**src/rtl/my_dmux_sched.sv**
```systemverilog
// 1-to-2 word demultiplexer sequencer: steers a valid/ready input stream to
// channel A or B, either by per-word select or by a round-robin burst scheduler.
module my_dmux_sched #(
  parameter int WIDTH = 16,
  parameter int BURST = 4
) (
  input  logic             clk,
  input  logic             reset_n,
  input  logic             mode,
  input  logic [WIDTH-1:0] in_data,
  input  logic             in_sel,
  input  logic             in_valid,
  output logic             in_ready,
  output logic [WIDTH-1:0] a_data,
  output logic             a_valid,
  input  logic             a_ready,
  output logic [WIDTH-1:0] b_data,
  output logic             b_valid,
  input  logic             b_ready,
  output logic             rr_ptr,
  output logic [15:0]      count_a,
  output logic [15:0]      count_b
);

  typedef enum logic {
    PTR_A = 1'b0,
    PTR_B = 1'b1
  } rr_state_e;

  localparam logic [7:0] BURST_LAST = 8'(BURST - 1);

  rr_state_e        rr_state_q, rr_state_d;
  logic [7:0]       burst_q, burst_d;
  logic             a_valid_q, a_valid_d;
  logic             b_valid_q, b_valid_d;
  logic [WIDTH-1:0] a_data_q, a_data_d;
  logic [WIDTH-1:0] b_data_q, b_data_d;
  logic [15:0]      count_a_q, count_a_d;
  logic [15:0]      count_b_q, count_b_d;

  logic tgt;
  logic tgt_valid;
  logic tgt_ready;
  logic accept;
  logic acc_a;
  logic acc_b;

  // Target selection and handshake; in_ready never looks at in_valid.
  always_comb begin
    tgt       = mode ? rr_state_q : in_sel;
    tgt_valid = tgt ? b_valid_q : a_valid_q;
    tgt_ready = tgt ? b_ready   : a_ready;
    in_ready  = ~tgt_valid | tgt_ready;
    accept    = in_valid & in_ready;
    acc_a     = accept & ~tgt;
    acc_b     = accept &  tgt;
  end

  // Output registers: a load wins over a drain so a full channel sustains one word per cycle.
  always_comb begin
    a_valid_d = acc_a | (a_valid_q & ~a_ready);
    b_valid_d = acc_b | (b_valid_q & ~b_ready);
    a_data_d  = acc_a ? in_data : a_data_q;
    b_data_d  = acc_b ? in_data : b_data_q;
    count_a_d = count_a_q + 16'(acc_a);
    count_b_d = count_b_q + 16'(acc_b);
  end

  // Round-robin scheduler; directed mode parks it at A with a fresh burst.
  always_comb begin
    // NOTE: every always_comb output gets a default first so no path can infer a latch.
    rr_state_d = rr_state_q;
    burst_d    = burst_q;
    if (!mode) begin
      rr_state_d = PTR_A;
      burst_d    = '0;
    end else if (accept) begin
      if (burst_q == BURST_LAST) begin
        burst_d    = '0;
        rr_state_d = (rr_state_q == PTR_A) ? PTR_B : PTR_A;
      end else begin
        burst_d = burst_q + 8'd1;
      end
    end
  end

  always_ff @(posedge clk) begin
    // NOTE: state updates use non-blocking assignments so every flop samples pre-edge values.
    if (!reset_n) begin
      // NOTE: the data registers are reset too, since their value after reset is observable.
      rr_state_q <= PTR_A;
      burst_q    <= '0;
      a_valid_q  <= 1'b0;
      b_valid_q  <= 1'b0;
      a_data_q   <= '0;
      b_data_q   <= '0;
      count_a_q  <= '0;
      count_b_q  <= '0;
    end else begin
      rr_state_q <= rr_state_d;
      burst_q    <= burst_d;
      a_valid_q  <= a_valid_d;
      b_valid_q  <= b_valid_d;
      a_data_q   <= a_data_d;
      b_data_q   <= b_data_d;
      count_a_q  <= count_a_d;
      count_b_q  <= count_b_d;
    end
  end

  assign a_data  = a_data_q;
  assign a_valid = a_valid_q;
  assign b_data  = b_data_q;
  assign b_valid = b_valid_q;
  assign rr_ptr  = rr_state_q;
  assign count_a = count_a_q;
  assign count_b = count_b_q;

endmodule

```
**config.mk**
```make
export PLATFORM = sky130hd
export DESIGN_NAME = my_dmux_sched
export DESIGN_NICKNAME = d
export VERILOG_FILES = /design/src/rtl/my_dmux_sched.sv
export SDC_FILE = /design/constraint.sdc
export NUM_CORES = 1
export LEC_CHECK = 0
export BUFFER_PORTS_ARGS = -buffer_cell sky130_fd_sc_hd__buf_4
export CAP_MARGIN = 0
export CORE_MARGIN = 5
export CORE_UTILIZATION = 45
export CTS_BUF_LIST = sky130_fd_sc_hd__clkbuf_16
export CTS_CLUSTER_SIZE = 24
export DETAILED_ROUTE_END_ITERATION = 8
export PLACE_DENSITY = 0.71
export SLEW_MARGIN = 40
export SYNTH_ARGS = -nofsm -noshare
export SYNTH_HDL_FRONTEND = slang
export SYNTH_SLANG_ARGS = --single-unit
```
**constraint.sdc**
```tcl
create_clock -name clk -period 4.4 [get_ports clk]
set_clock_uncertainty 0.15 [all_clocks]
set_input_delay 0.22 -clock clk [delete_from_list [all_inputs] [get_ports clk]]
set_output_delay 0.22 -clock clk [all_outputs]
set_load 0.005 [all_outputs]
```
==> results of run 1 <==
## worst paths after layout
| path | end | slack [ns] | cells after the start |
|---|---|---|---|
| worst min-delay path | a_data[6] | 0.009 | 3 |
| worst min register to register | a_data[12] | 0.30 | 2 |
| worst max register to register | count_a[10] | 1.74 | 9 |
| worst max-delay path | count_a[10] | 1.74 | 9 |
## worst register-to-register path, stage by stage (launching register included)
cell and delay (ns):
dfxtp_1 0.33, mux2i_2 0.24, nand3_2 0.43, inv_2 0.19, ha_1 0.17, ha_1 0.18, and3_1 0.23, nand4_1 0.15
or3_1 0.36, a21boi_0 0.15
## power by group
| part | total [W] | internal (W) | switching [W] | leakage (nW) |
|---|---|---|---|---|
| Sequential | 0.000708 | 0.000697 | 0.0000111 | 0.608 |
| Clock | 0.000818 | 0.000552 | 0.000266 | 0.163 |
| Combinational | 0.000105 | 0.0000537 | 0.0000510 | 1.07 |
| Total | 0.00163 | 0.00130 | 0.000328 | 1.84 |
## through the flow
stage / cells / hold WS, ns / instance area, µm² / util
2_1_floorplan: 341 / 0.2048 / 3179 / -
3_3_place_gp: 512 / 0.2925 / 3877 / 0.5676
3_5_place_dp: 512 / 0.2965 / 3877 / 0.5676
4_1_cts: 532 / 0.002742 / 4258 / 0.6233
5_1_grt: 532 / 0.006794 / 4258 / 0.6233
6_report: 532 / 0.008717 / 4258 / 0.6233
## final cells by class
type	instances	area share
Multi-Input combinational cell	247	0.3661
Timing Repair Buffer	95	0.1699
Sequential cell	75	0.3526
Inverter	3	0.003232
Clock inverter	7	0.02703
Tap cell	96	0.02821
Clock buffer	9	0.05289
## routing by layer
| layer | global-route usage | up-vias |
|---|---|---|
| li1 | - | 1311 |
| met1 | 0.2048 | 1157 |
| met2 | 0.2584 | 73 |
| met3 | 0.06090 | 7 |
| met4 | 0.06859 | 0 |
| met5 | 0 | - |
## flip-flops by register name, summed over array words and instances (netlist names)
| signal | cells |
|---|---|
| burst_q | 8 |
| b_valid | 1 |
| count_b | 16 |
| a_valid | 1 |
| a_data | 16 |
| rr_ptr | 1 |
| b_data | 16 |
| count_a | 16 |
## layout by cell type, fill, tap and decap left out, types with 2 or more instances in the layout
master	count
and3_1	5
nand2_1	78
a21boi_0	25
buf_4	91
clkbuf_16	9
a21boi_1	10
dlygate4sd3_1	4
and4_1	5
nand4_1	4
nor2_1	11
xor2_1	13
nand3_2	2
and2_1	32
ha_1	7
nor3_1	2
a211oi_1	2
bufinv_16	3
dfxtp_1	75
xnor2_1	22
o2111ai_1	2
nand3_1	13
nand2b_1	2
## logic make-up (layout without fill, tap and decap cells)
| kind of cell | after synthesis | count (layout) | synth area share |
|---|---|---|---|
| AO/OA/AOI/OAI | 44 | 44 | 0.1098 |
| XOR/XNOR | 35 | 35 | 0.09642 |
| adder cells (fa/ha/maj) | 7 | 7 | 0.02755 |
| buffers and inverters | 19 | 114 | 0.03738 |
| flip-flops | 75 | 75 | 0.4723 |
| multiplexers | 2 | 2 | 0.007870 |
| AND/OR/NAND/NOR | 159 | 159 | 0.2487 |
## synthesized netlist by cell type (all sizes together)
master / instances / area share
nand2: 78 / 0.092
dfxtp: 75 / 0.47
a21boi: 35 / 0.083
and2: 32 / 0.063
xnor2: 22 / 0.061
nand3: 15 / 0.027
xor2: 13 / 0.036
nor2: 11 / 0.013
buf: 9 / 0.025
clkbuf: 7 / 0.0083
ha: 7 / 0.028
and3: 5 / 0.0098
and4: 5 / 0.014
nand4: 4 / 0.0079
inv: 3 / 0.0043
nor3: 3 / 0.0063
o2111ai: 3 / 0.014
a211oi: 2 / 0.0047
nand2b: 2 / 0.0039
o21ai: 2 / 0.0031
a21oi: 1 / 0.0016
mux2: 1 / 0.0035
mux2i: 1 / 0.0043
nand3b: 1 / 0.0063
nor4: 1 / 0.0020
o211ai: 1 / 0.0039
or2: 1 / 0.0020
or3: 1 / 0.0020
==> metrics.yaml, run 1 <==
status: "completed"
nFillCells: 622
fmax_ghz: 0.3755
clock_path_buffers: 2
powerDensity_nw_per_um2: 383.1
wl_met1_um: 3203
post_cts_buffers: 0
maxSlewViolCount: 0
vias: 2548
core-area_um2: 6832
drt-total-wl_um: 6926
layout.area.seq_um2: 1501
route.met3.wl_um: 531
row_count: 30
hold_violations: 0
cp-start-kind: "flop"
drive_above_1_share: 0.2661
synth_nets: 371
syn-cell-area_um2: 3179
cp_max_fo: 22
ios: 91
cp-end-kind: "flop"
antenna_found_initial: 0
grt_max_degree: 69
cp_cell_sequence: "mux2i_2 -> nand3_2 -> inv_2 -> ha_1 -> ha_1 -> and3_1 -> nand4_1 -> or3_1 -> a21boi_0"
drt-pass1-iter-count: 4
clk_latency_ns: 0.32
reg2reg_from: "rr_ptr"
syn_to_final_growth_pct: 33.92
clockRootBuffer: "clkbuf_16"
first_global_vias: 2528
multi_input_area_um2: 1559
cap_viol_max_count: 0
antennaDiodeCount: 0
cpPeakStageDelay_ns: 0.43
dp_hpwl_um: 4871
place_congestion: 0.7592
overflow: 0
die_w_um: 94.06
setup_viol: 0
dieArea_um2: 8846
slew_headroom: 0.6531
cts_made_buffers: 9
cp_top_family: "simple AND/OR/NAND/NOR gates"
vias_per_cell: 4.789
grtUsageTotal: 0.1654
syn_area_per_cell_um2: 9.323
p_total_w: 0.001631
clock_sinks: 75
fin_nets: 461
finalWorstSetupSlack_ns: 1.737
yosysUniqueCellTypes: 38
path_buf_inv: 1
drt_iter0_drc: 93
cp_slowest_cell: "nand3_2"
yosysWarningCount: 0
port_buffers: 90
post-route-min-period_ns: 2.663
die_height_um: 94.06
cpMostUsedCell: "ha_1"
worstPathArrival_ns: 2.76
period_share: 0.6053
wl_per_cell_um: 13.02
cts_hold_buf: 4
yosysSeqAreaShare: 0.4723
power.leakage_nw: 1.840
peakVddDrop_v: 0.0002520
cts_tree: "yes"
startpoint: "rr_ptr"
setup_tns_ns: 0
cts_resized: 0
grt_first_pass_wirelength_um: 11590
grt_setup_unrepaired: "no"
htreeDepth: 3
synth_cells: 341
routed-wl-met2_um: 3102
clk_pin_slew_ns: 0.06
ys_ff_latch: 75
tightest_slew_ns: 0.5203
place_ws_ns: 1.696
min-delay-start: "in_data[6]"
min_path_type: "in2reg"
worst_ep_required_time_ns: 4.50
ant_nets: 0
drcViolationCount: 0
crit_type: "reg2reg"
dr.max_layer_used: "met4"
start_util: 0.4654
No activity file was read; power rests on OpenSTA's default activity.
==> inputs of run 2 (changes only) <==
--- a/config.mk
+++ b/config.mk
@@ -5,6 +5,7 @@
 export SDC_FILE = /design/constraint.sdc
 export NUM_CORES = 1
 export LEC_CHECK = 0
+export ABC_AREA = 1
 export BUFFER_PORTS_ARGS = -buffer_cell sky130_fd_sc_hd__buf_4
 export CAP_MARGIN = 0
 export CORE_MARGIN = 5
@@ -12,7 +13,7 @@
 export CTS_BUF_LIST = sky130_fd_sc_hd__clkbuf_16
 export CTS_CLUSTER_SIZE = 24
 export DETAILED_ROUTE_END_ITERATION = 8
-export PLACE_DENSITY = 0.71
+export PLACE_DENSITY = 0.73
 export SLEW_MARGIN = 40
 export SYNTH_ARGS = -nofsm -noshare
 export SYNTH_HDL_FRONTEND = slang
==> constraint.sdc (replaced) <==
create_clock -name clk -period 2.4 [get_ports clk]
set_clock_uncertainty 0.15 [all_clocks]
set_input_delay 0.12 -clock clk [delete_from_list [all_inputs] [get_ports clk]]
set_output_delay 0.12 -clock clk [all_outputs]
set_load 0.005 [all_outputs]
==> metrics.yaml, run 2 <==
path_buf_inv: 3  # +2
synth-compound-area-share: 0.1256  # +0.01581
hold_depth: 3  # unchanged
cp-start-kind: "flop"
syn_area_per_cell_um2: 7.362  # -21%
cp_cell_sequence: "nand2_2 -> nand2_4 -> nand3_4 -> inv_4 -> ha_1 -> ha_1 -> nand3_1 -> inv_2 -> nand3_1 -> inv_1 -> nand2_1 -> o21ai_0 -> nor2_1"
crit_type: "reg2reg"
dieArea_um2: 9287  # +5.0%
hold_violations: 0  # unchanged
power.leakage_nw: 1.969  # +7.0%
use_met3: 0.06507  # +0.004168
period_share: 0.8358  # +0.2305
powerDensity_nw_per_um2: 625.7  # +63%
cts_made_buffers: 9  # unchanged
syn-cell-area_um2: 3357  # +5.6%
synth.area.top_cells: "dfxtp_1 (45%), nand2_1 (14%), a21oi_1 (7.3%)"
port_buffers: 90  # unchanged
post-synth-top-count-cell: "nand2_1"
cap_viol_max_count: 0  # unchanged
cp-end-kind: "flop"
met1_usage: 0.2348  # +0.02999
clk_latency_ns: 0.32  # about the same
dp_hpwl_um: 6205  # +27%
clock_path_buffers: 2  # unchanged
start_util: 0.4628  # -0.002559
final_cell_mix: "nand2_1 (127), buf_4 (94), dfxtp_1 (75)"
tightest_slew_ns: 0.3211  # -0.1992 ns
vias_per_cell: 4.888  # +2.1%
mostFrequentLayoutCell: "nand2_1"
worst-r2r-cell-count: 13  # +4
yosysSeqAreaShare: 0.4473  # -0.02499
synth_common_cells: "nand2_1 (127), dfxtp_1 (75), a21oi_1 (49), inv_1 (45), nor2_1 (45)"
cp_top_family: "simple AND/OR/NAND/NOR gates"
grt_setup_unrepaired: "no"
nFillCells: 644  # +3.5%
holdPathEnd: "burst_q[4]"
grt_first_pass_wirelength_um: 13900  # +20%
die_height_um: 96.37  # +2.5%
fin_nets: 597  # +30%
synthFlopType: "dfxtp_1"
drive_above_1_share: 0.2500  # -0.01606
cp_slowest_cell: "dfxtp_1"
async_flop_share: 0  # unchanged
vias: 3280  # +29%
synth_nets: 486  # +31%
cp_max_fo: 5  # -77%
synth_cells: 456  # +34%
grtUsageTotal: 0.1895  # +0.02413
setup_viol: 0  # unchanged
grt_util_met2: 0.3163  # +0.05785
slew_headroom: 0.7843  # +0.1312
ant_nets: 0  # unchanged
layout.area.seq_um2: 1501  # unchanged
wl_per_cell_um: 12.95  # -0.55%
finalWorstSetupSlack_ns: 0.3941  # -1.343 ns
cts_resized: 0  # unchanged
synth_xor_area_frac: 0.01044  # -0.08598
yosysWarningCount: 0  # unchanged
drt_iter0_drc: 202  # +120%
setup_tns_ns: 0  # unchanged
status: "completed"
worstPathArrival_ns: 2.08  # -0.68 ns
worst_ep_required_time_ns: 2.47  # -2.03 ns
cts_tree: "yes"
synth_edf_count: 0  # unchanged
ys_ff_latch: 75  # unchanged
antenna_found_initial: 0  # unchanged
antennaDiodeCount: 0  # unchanged
row_count: 31  # +3.3%
synth_top_area_share: 0.4473  # -0.02499
place_ws_ns: 0.4126  # -1.283 ns
syn_to_final_growth_pct: 36.82
drt-pass1-iter-count: 4  # unchanged
rrSetupSlack_ns: 0.39  # -1.34 ns
yosys.area_share.adder: 0.02609  # -0.001458
min-delay-start: "in_valid"
reg2reg_from: "rr_ptr"
grt_max_degree: 40  # -42%
place_congestion: 0.9419  # +24%
cpPeakStageDelay_ns: 0.39  # -0.04 ns
multi_input_area_um2: 1590  # +2.0%
yosysTopAreaCell: "dfxtp_1"
overflow: 0  # unchanged
post-route-min-period_ns: 2.006  # -0.6573 ns
htreeDepth: 3  # unchanged
yosysUniqueCellTypes: 32  # -16%
peakVddDrop_v: 0.0004235  # +68%
first_global_vias: 3059  # +21%
fmax_ghz: 0.4985  # +33%
clock_sinks: 75  # unchanged
clk_pin_slew_ns: 0.06  # about the same
drcViolationCount: 0  # unchanged
maxSlewViolCount: 0  # unchanged
die_w_um: 96.37  # +2.5%
reg2reg_to: "count_b[10]"
core-area_um2: 7253  # +6.2%
min_path_type: "in2reg"
synth_top_family_by_area: "simple AND/OR/NAND/NOR gates"
top_usage_layer: "met2"
drt-total-wl_um: 8688  # +25%
yosys.area_share.simple: 0.3116  # +0.06287
clockRootBuffer: "clkbuf_16"
ios: 91  # unchanged
synth_mux_area_frac: 0  # -0.007871
[run 2: cell types whose count changed after synthesis, moves of 10 or more]
cell      change
nor2_1       +34
a21boi_1     -10
o21ai_0      +10
xor2_1       -11
a21boi_0     -25
xnor2_1      -20
inv_1        +44
and2_1       -32
a21oi_1      +48
nand2_1      +49
nand2_2      +13
[run 2: metal layers]
metal  part of all wire  vias up
met5                  0        -
met4              0.011        0
met3              0.075        9
met2               0.48       94
met1               0.44     1498
li1                   -     1679
[run 2: worst max path at each step]
stage                start          end  slack (ns)  cells past startpoint
floorplan           rr_ptr  count_b[10]        0.32                     14
global placement    rr_ptr  count_b[10]        0.44                     13
detailed placement  rr_ptr  count_b[10]        0.41                     13
CTS                 rr_ptr  count_b[10]        0.40                     13
global route        rr_ptr   count_b[9]        0.21                     11
finish              rr_ptr  count_b[10]        0.39                     13
[run 2: tightest hold or removal path, cell delays in order]
cell,delay (ns)
buf_4,0.17
nand4_1,0.10
a21oi_1,0.05
[run 2: cell families (layout without fill, tap and decap cells)]
logic type | after synthesis | after routing
adder cells (fa/ha/maj) | 7 | 7
AO/OA/AOI/OAI | 75 | 75
AND/OR/NAND/NOR | 234 | 234
XOR/XNOR | 4 | 4
flip-flops | 75 | 75
buffers and inverters | 61 | 177
[run 2: final cells by class]
type / count / share of cell area
Tap cell: 99 / 0.02697
Inverter: 49 / 0.04086
Multi-Input combinational cell: 320 / 0.3462
Clock buffer: 9 / 0.04903
Clock inverter: 7 / 0.01498
Sequential cell: 75 / 0.3269
Timing Repair Buffer: 112 / 0.1950
[run 2: report_power, final]
group | total [W] | leakage [nW] | internal (W) | switching (W)
Clock | 0.00132 | 0.149 | 0.000803 | 0.000516
Combinational | 0.000255 | 1.21 | 0.000124 | 0.000132
Sequential | 0.00130 | 0.608 | 0.00128 | 0.0000218
Total | 0.00287 | 1.97 | 0.00220 | 0.000669
[run 2: stage by stage]
step	cells	cell area, µm²	util	hold slack (ns)	total power, W
after floorplan	456	3357	-	0.1063	0.001441
after global placement	638	4129	0.5693	0.2333	0.001554
after detailed placement	638	4129	0.5693	0.2370	0.001560
after CTS	671	4593	0.6333	0.01896	0.002900
after global routing	671	4593	0.6333	0.04297	0.002985
final	671	4593	0.6333	0.01966	0.002874
[run 2: timing repair]
action                     CTS  global route
hold endpoints to repair    40             0
hold buffers                17             0
setup endpoints to repair    0             0
setup buffers                0             0
